## src/rtl/grf_pkg.sv

```systemverilog
// Shared defaults and types for the grf_mp register file with pending-write scoreboard.
package grf_pkg;

    localparam int DEF_DATA_W = 32;
    localparam int DEF_ADDR_W = 5;
    localparam int DEF_NUM_RD = 2;
    localparam int DEF_CNT_W  = 2;
    localparam int ZERO_REG   = 0;

    typedef logic [DEF_CNT_W-1:0] cnt_t;

endpackage

```

## src/rtl/grf_pending_cnt.sv

```systemverilog
// Saturating up/down counter tracking in-flight writers of one register.
module grf_pending_cnt
    import grf_pkg::*;
#(
    parameter int CNT_W = DEF_CNT_W
) (
    input  logic clk,
    input  logic reset,
    input  logic inc,
    input  logic dec,
    output logic busy,
    output logic last,
    output logic sat
);

    localparam logic [CNT_W-1:0] CNT_MAX = '1;

    logic [CNT_W-1:0] cnt_q;
    logic [CNT_W-1:0] cnt_d;
    logic             decEff;

    // A write to an idle register is untracked and must not underflow the count.
    assign decEff = dec && busy;

    always_comb begin
        cnt_d = cnt_q;
        if (inc && !decEff && cnt_q != CNT_MAX) begin
            cnt_d = cnt_q + CNT_W'(1);
        end else if (decEff && !inc) begin
            cnt_d = cnt_q - CNT_W'(1);
        end
    end

    always_ff @(posedge clk or posedge reset) begin
        if (reset) begin
            cnt_q <= '0;
        end else begin
            cnt_q <= cnt_d;
        end
    end

    assign busy = (cnt_q != '0);
    assign last = (cnt_q == CNT_W'(1));
    assign sat  = (cnt_q == CNT_MAX);

endmodule

```

## src/rtl/grf_mp.sv

```systemverilog
// Multi-read-port register file with write-through bypass and per-register pending-writer scoreboard.
// Define GRF_TRACE_EN to print a trace line for every write.
module grf_mp
    import grf_pkg::*;
#(
    parameter int DATA_W = DEF_DATA_W,
    parameter int ADDR_W = DEF_ADDR_W,
    parameter int NUM_RD = DEF_NUM_RD,
    parameter int CNT_W  = DEF_CNT_W
) (
    input  logic                     clk,
    input  logic                     reset,
    input  logic                     we,
    input  logic [ADDR_W-1:0]        waddr,
    input  logic [DATA_W-1:0]        wdata,
    input  logic [31:0]              wpc,
    input  logic [NUM_RD*ADDR_W-1:0] raddr,
    output logic [NUM_RD*DATA_W-1:0] rdata,
    output logic [NUM_RD-1:0]        rbusy,
    input  logic                     alloc_en,
    input  logic [ADDR_W-1:0]        alloc_addr,
    output logic                     ovf
);

    localparam int                DEPTH     = 2**ADDR_W;
    localparam logic [ADDR_W-1:0] ZERO_ADDR = ADDR_W'(ZERO_REG);

    logic [DATA_W-1:0] regs_q [DEPTH];
    logic              ovf_q;
    logic              weEff;
    logic              allocEff;
    logic [DEPTH-1:0]  busy;
    logic [DEPTH-1:0]  last;
    logic [DEPTH-1:0]  sat;

    // Reset masks the write port too, so the bypass path also reads zero.
    assign weEff    = we && !reset;
    assign allocEff = alloc_en && !reset;

    assign busy[0] = 1'b0;
    assign last[0] = 1'b0;
    assign sat[0]  = 1'b0;

    for (genvar r = 1; r < DEPTH; r++) begin : gCnt
        grf_pending_cnt #(
            .CNT_W (CNT_W)
        ) uCnt (
            .clk   (clk),
            .reset (reset),
            .inc   (allocEff && alloc_addr == ADDR_W'(r)),
            .dec   (weEff && waddr == ADDR_W'(r)),
            .busy  (busy[r]),
            .last  (last[r]),
            .sat   (sat[r])
        );
    end

    always_ff @(posedge clk or posedge reset) begin
        if (reset) begin
            for (int i = 0; i < DEPTH; i++) begin
                regs_q[i] <= '0;
            end
        end else if (weEff && waddr != ZERO_ADDR) begin
            regs_q[waddr] <= wdata;
        end
    end

    // A retire to the same register in the same cycle absorbs the allocation, so it is not an overflow.
    always_ff @(posedge clk or posedge reset) begin
        if (reset) begin
            ovf_q <= 1'b0;
        end else if (allocEff && alloc_addr != ZERO_ADDR && sat[alloc_addr]
                     && !(weEff && waddr == alloc_addr)) begin
            ovf_q <= 1'b1;
        end
    end

    assign ovf = ovf_q;

    always_comb begin
        logic [ADDR_W-1:0] ra;
        logic              hit;
        rdata = '0;
        rbusy = '0;
        ra    = '0;
        hit   = 1'b0;
        for (int p = 0; p < NUM_RD; p++) begin
            ra  = raddr[p*ADDR_W +: ADDR_W];
            hit = weEff && (waddr == ra);
            if (ra != ZERO_ADDR) begin
                rdata[p*DATA_W +: DATA_W] = hit ? wdata : regs_q[ra];
                rbusy[p]                  = busy[ra] && !(hit && last[ra]);
            end
        end
    end

`ifdef GRF_TRACE_EN
    always @(posedge clk) begin
        if (!reset && we) begin
            $display("@%h: $%d <= %h", wpc, waddr, wdata);
        end
    end
`else
    logic unusedWpc;
    assign unusedWpc = ^wpc;
`endif

endmodule

```

## config.mk

```make
export PLATFORM = sky130hd
export DESIGN_NAME = grf_mp
export DESIGN_NICKNAME = d
export VERILOG_FILES = /design/src/rtl/grf_pkg.sv /design/src/rtl/grf_pending_cnt.sv /design/src/rtl/grf_mp.sv
export SDC_FILE = /design/constraint.sdc
export NUM_CORES = 2
export LEC_CHECK = 0
export BUFFER_PORTS_ARGS = -buffer_cell sky130_fd_sc_hd__buf_2
export CAP_MARGIN = 20
export CORE_MARGIN = 10
export CORE_UTILIZATION = 55
export CTS_BUF_LIST = sky130_fd_sc_hd__clkbuf_8
export CTS_CLUSTER_SIZE = 30
export DETAILED_ROUTE_END_ITERATION = 12
export PLACE_DENSITY = 0.72
export SLEW_MARGIN = 40
export SYNTH_ARGS = -nofsm -noshare
export SYNTH_HDL_FRONTEND = slang
export SYNTH_SLANG_ARGS = --single-unit
export TNS_END_PERCENT = 5
```

## constraint.sdc

```tcl
create_clock -name clk -period 42.1 [get_ports clk]
set_input_delay 6.315 -clock clk [delete_from_list [all_inputs] [get_ports clk]]
set_output_delay 6.315 -clock clk [all_outputs]
set_load 0.03 [all_outputs]
```

==> Word level (Yosys, flattened, before mapping) <==
Index checks and enable logic that the tools add are counted.
{ "classes": {"add_sub_neg": 62, "n_lt_le_gt_ge": 7, "n_eq_ne": 158, "muxes": 87, "bitwise_logic": 3, "n_reduce_logical": 332} }
{ "op_table": {"columns": ["operator", "count"], "rows": [
  ["1024-bit bitwise mux", 1],
  ["32-bit binary-select mux with 5-bit select", 2],
  ["32-bit two-way mux", 9],
  ["1-bit logical AND", 200],
  ["32-bit demux with 5-bit select", 1],
  ["5-bit == test (second input constant)", 32],
  ["2-bit two-way mux", 62],
  ["2-bit nonzero test", 62],
  ["5-bit by 4-bit == test with 1-bit output (second input constant)", 16],
  ["1-bit zero test", 66],
  ["2-bit by 1-bit adder with 2-bit output (second input constant)", 31],
  ["2-bit by 1-bit == test with 1-bit output (second input constant)", 31],
  ["2-bit == test (second input constant)", 31],
  ["2-bit != test (second input constant)", 31],
  ["2-bit by 1-bit subtractor with 2-bit output (second input constant)", 31],
  ["5-bit by 3-bit == test with 1-bit output (second input constant)", 8],
  ["1-bit binary-select mux with 5-bit select", 5],
  ["5-bit by 2-bit == test with 1-bit output (second input constant)", 4],
  ["5-bit nonzero test", 4],
  ["6-bit >= comparator (second input constant)", 3],
  ["5-bit by 6-bit < comparator with 1-bit output (second input constant)", 3],
  ["5-bit NOT with 6-bit output", 3],
  ["5-bit == test", 3],
  ["5-bit by 1-bit == test with 1-bit output (second input constant)", 2],
  ["other kinds (2)", 8]
]} }
{ "word_totals": {"reg_bits": 1087, "in_bits": 88, "output_inout_bits": 67, "elab_cells": 713} }

==> Longest topological paths before layout <==
{ "depth": {"word_depth": 8, "depth_mapped": 10, "mapped_depth_nobuf": 7} }

==> By module <==
From an unflattened synthesis, not the netlist that was laid out.
{ "unflattened": {"hier_cells": 4729, "hier_area_um2": 62665.1} }
{ "modules_own_cells": {"columns": ["module", "instances", "cells_per_inst", "area_per_inst_um2", "seq_area_each_um2"], "rows": [
  ["grf_mp", 1, 4140, 57002.2, 25649.6],
  ["grf_pending_cnt", 31, 19, 182.7, 50.0]
]} }

==> Worst setup path before layout <==
Ideal clock, no wire load.
{ "synth_timing": {"path_type": "input to register", "from": "input port reset", "to": "register ovf_q (netlist: ovf)", "setup_ns": 0.173, "arrival_ns": 30.099, "required_time_ns": 41.927, "setup_slack_ns": 11.827, "cell_stages": 2, "path_buffers": 0, "cell_sequence": "inv_1 -> a41o_1"} }
{ "synth_via": {"elab_chain_cells": 5, "elab_cells_between_ends": 8, "classes_between": "reduce/logical (8)"} }
{ "synth_lines": {"columns": ["item", "line", "text"], "rows": [
  ["start, declared", "grf_mp.sv:12", "input logic reset,"],
  ["1-bit zero test (no source line) *", null, null],
  ["1-bit logical AND (on tied branches)", "grf_mp.sv:38, grf_mp.sv:37", null],
  ["1-bit logical AND (on tied branches)", "grf_mp.sv:72, grf_mp.sv:73", null],
  ["1-bit logical AND / 1-bit zero test (equally long branches)", "grf_mp.sv:72, grf_mp.sv:73", null],
  ["1-bit logical AND *", "grf_mp.sv:73", "&& !(weEff && waddr == alloc_addr)) begin"],
  ["end signal, assigned", "grf_mp.sv:71", "ovf_q <= 1'b0;"],
  ["end signal, assigned", "grf_mp.sv:74", "ovf_q <= 1'b1;"],
  ["end, declared", "grf_mp.sv:29", "logic ovf_q;"]
]} }
Every way passes the cells marked *; elsewhere a longest branch is shown, timed or not.
A chain may end at the register's enable or synchronous reset.

==> Worst setup path in the final report <==
{ "layout_timing": {"from": "input port raddr[0]", "to": "output port rdata[17]"} }
{ "layout_via": {"elab_chain_cells": 6, "elab_cells_between_ends": 9, "classes_between": "eq/ne (1); mux (5); bitwise (1); reduce/logical (2)"} }
{ "layout_lines": {"columns": ["item", "line", "text"], "rows": [
  ["start, declared", "grf_mp.sv:17", "input logic [NUM_RD*ADDR_W-1:0] raddr,"],
  ["5-bit NOT with 6-bit output (implied by the code)", "grf_mp.sv:91", "rdata[p*DATA_W +: DATA_W] = hit ? wdata : regs_q[ra];"],
  ["32-bit binary-select mux with 5-bit select", "grf_mp.sv:91", null],
  ["32-bit two-way mux (implied by the code) (2 in a row)", "grf_mp.sv:91", null],
  ["32-bit two-way mux", "grf_mp.sv:91", null],
  ["32-bit two-way mux *", "grf_mp.sv:90", "if (ra != ZERO_ADDR) begin"],
  ["end, declared", "grf_mp.sv:18", "output logic [NUM_RD*DATA_W-1:0] rdata,"]
]} }
Every way passes the cells marked *; elsewhere a longest branch is shown, timed or not. The select of a mux whose other input is x is not followed.

==> results.json <==
{
  "final_cell_mix": "dfrtp_1 (1087), mux2_2 (915), mux4_2 (484), clkbuf_8 (232), mux2i_1 (177)",
  "cp.arrival_ns": 10.23,
  "max_freq_mhz": 60.4,
  "clock_sinks": 1087,
  "dieArea_sq_mm": 0.125,
  "ctsResizeCount": 0,
  "cp_max_fo": 47,
  "synth-seq-area-share": 0.443,
  "cts_tree": "yes",
  "synth_cell_types": 68,
  "fin_cells": 5979,
  "placed_cell_area_sq_mm": 0.0633,
  "drc": 0,
  "root_buffer": "clkbuf_8",
  "synthArstFlopShare": 1.00,
  "ys.flop_type": "dfrtp_1",
  "clockBufferDepth": 3,
  "port_buffers": 122,
  "finalNetCount": 4522,
  "final_area_sq_mm": 0.0672,
  "viasPerCell": 6.99,
  "critPathRequiredTime_ns": 35.78,
  "core_sq_mm": 0.111,
  "antenna_found_initial": 13,
  "ys_warn_count": 0,
  "die_h_um": 354,
  "power.total_mw": 2.91,
  "syn-instance-count": 4396,
  "worstSkewPairLatency_ns": 0.90,
  "period_minus_slack_ns": 16.54,
  "dr.first_iter.drc_count": 4848,
  "gr-usage-all-layers": 0.304,
  "grt_pass1_wl_um": 285000,
  "wire_per_inst_um": 32.4,
  "setup_viol": 0,
  "tightest_slew_ns": 0.877,
  "numCtsBuffers": 181,
  "ir_worst_vdd_uv": 35.5,
  "worst_path_max_delay_cell": "buf_4",
  "crit_path_frequent_cell": "buf_4",
  "synth_seq_cells": 1087,
  "p_per_area_mw_per_mm2": 43.3,
  "synth.largest_area_cell": "dfrtp_1",
  "htree_levels": 4,
  "pre_cts_ws_ns": 24.98,
  "grt_max_degree": 125,
  "rsz0062_at_grt": "no",
  "critical_path.top_delay_family": "buffers and inverters",
  "relSlewSlack": 0.416,
  "routed_wl_um": 194000,
  "syn_area_per_cell_sq_um": 14.0,
  "synth_edf_count": 0,
  "final_util": 0.606,
  "synth.net_count": 4577,
  "syn_area_sq_mm": 0.0614,
  "criticalPathCategory": "primary input to output port",
  "period_share": 0.393,
  "die-width_um": 354,
  "grt_pass1_vias": 42500,
  "fin_hold_ws_ns": 0.395,
  "drv_cap": 0,
  "std_cell_rows": 122,
  "p_leak_nw": 30.3,
  "fin_ws_ns": 25.56,
  "grt_overflow": 0,
  "dp_hpwl_um": 112000,
  "synth_area_leaders": "dfrtp_1 (44%), mux4_2 (18%), mux2_2 (17%)",
  "area_delta_synth_final_pct": 9.39,
  "drt_first_pass_iters": 8,
  "cpPeakStageDelay_ns": 0.69,
  "gp_congestion": 0.818,
  "vias": 41800,
  "holdCritPathClass": "register to register",
  "setup_tns_ns": 0,
  "critical_path_buf_inv_count": 6,
  "hold_viol_final": 0,
  "postCtsSetupBuffers": 0,
  "drtAntennaViolNets": 0,
  "slew_viol_final": 0,
  "dp_cells": 5641,
  "layout_commonest_cell": "dfrtp_1",
  "postCtsHoldBufs": 0,
  "synth_top_area_frac": 0.443,
  "fin_skew_ns": 0.0333,
  "outcome": "completed",
  "clk_pin_slew_worst_paths_ns": 0.06,
  "drive_gt1_frac": 0.437,
  "nFillCells": 8520,
  "io_pins": 155,
  "start_util": 0.554,
  "worstPathCellList": "buf_8 -> buf_16 -> buf_12 -> buf_4 -> buf_4 -> mux4_2 -> a22oi_1 -> a21oi_1 -> a221o_1 -> buf_2",
  "crit_path_end_kind": "output port",
  "crit_path_start_kind": "primary input"
}
-- layer usage --
metal,global-route usage,part of all wire,vias to the layer above
li1,-,-,16800
met1,0.401,0.39,22200
met2,0.471,0.46,2227
met3,0.0681,0.093,553
met4,0.163,0.055,10
met5,0,0.00029,-
-- flip-flops by register name, indices dropped and copies added (netlist names) --
name             flops
gCnt.uCnt.cnt_q     62
ovf                  1
regs_q            1024
-- where the power goes --
part           switching (mW)  internal [mW]  total [mW]  leakage [nW]
Sequential              0.119           1.19        1.31          14.4
Clock                   0.450          0.519       0.969          2.16
Combinational           0.301          0.325       0.626          13.7
-- cells by family after synthesis --
logic type | share of synthesized area
buffers and inverters | 0.0425
AOI/OAI and AO/OA | 0.0615
and+or+nand+nor | 0.0326
adders and majority gates | 0.0189
xor gates and xnor gates | 0.00656
muxes | 0.395
DFF | 0.443
-- final timing paths --
check / start / to / cells after the start / slack [ns]
max reg2reg: gCnt[6].uCnt.cnt_q[0]$_DFFE_PP0P_ / ovf$_DFFE_PP0P_ / 6 / 40.15
min: regs_q[994]$_DFFE_PP0P_ / regs_q[994]$_DFFE_PP0P_ / 0 / 0.40
max: raddr[0] / rdata[17] / 10 / 25.56
min in group asynchronous: reset / ovf$_DFFE_PP0P_ / 2 / 5.62
max in group asynchronous: reset / regs_q[98]$_DFFE_PP0P_ / 7 / 33.06
min reg2reg: regs_q[994]$_DFFE_PP0P_ / regs_q[994]$_DFFE_PP0P_ / 0 / 0.40
-- synth_stat cells, types with 5 or more instances --
library cell     n
buf_2          141
buf_1           26
or3_1           18
nand2b_1        10
o22ai_1         57
a211o_1         17
buf_8            8
a2111oi_0        6
nand3_1         24
o21a_1           9
o31ai_1          9
o31a_1           5
o21ai_1         30
buf_6           25
buf_4           30
mux4_2         484
mux2i_1        177
mux2_1         113
nor2_1         108
a311oi_1         8
clkbuf_1       237
o22a_1           8
o211ai_1        26
nor2b_1         34
mux2_2         915
a221oi_1        30
dfrtp_1       1087
a22oi_1        114
nand4_1          6
inv_1           66
a211oi_1        19
ha_1            93
a21oi_1         81
xnor2_1         42
nor3b_1          6
nand2_1         77
a31oi_1         11
a221o_1         26
nor3_1          40
and3b_1          5
nor4_1          32
or2_2            7
o21ai_0         69
and3_1           6
-- worst register-to-register path, delay by kind of cell, from the launching register on --
kind	cells	cell delay, ns
AOI/OAI and AO/OA	3	0.51
muxes	1	0.47
DFF	1	0.42
adders and majority gates	1	0.25
and+or+nand+nor	1	0.19
-- area by class of cell --
| type | instances | area (sq um) | share of cell area |
|---|---|---|---|
| tap | 1488 | 1860 | 0.0277 |
| clock buffer | 232 | 3190 | 0.0475 |
| inverter | 67 | 264 | 0.00393 |
| clock inverter | 94 | 559 | 0.00833 |
| multi-input combinational | 2773 | 32000 | 0.476 |
| timing repair buffer | 231 | 2080 | 0.0310 |
| sequential | 1087 | 27200 | 0.405 |
| antenna | 7 | 17.5 | 0.000261 |
Power figures use the tool's default switching activity.
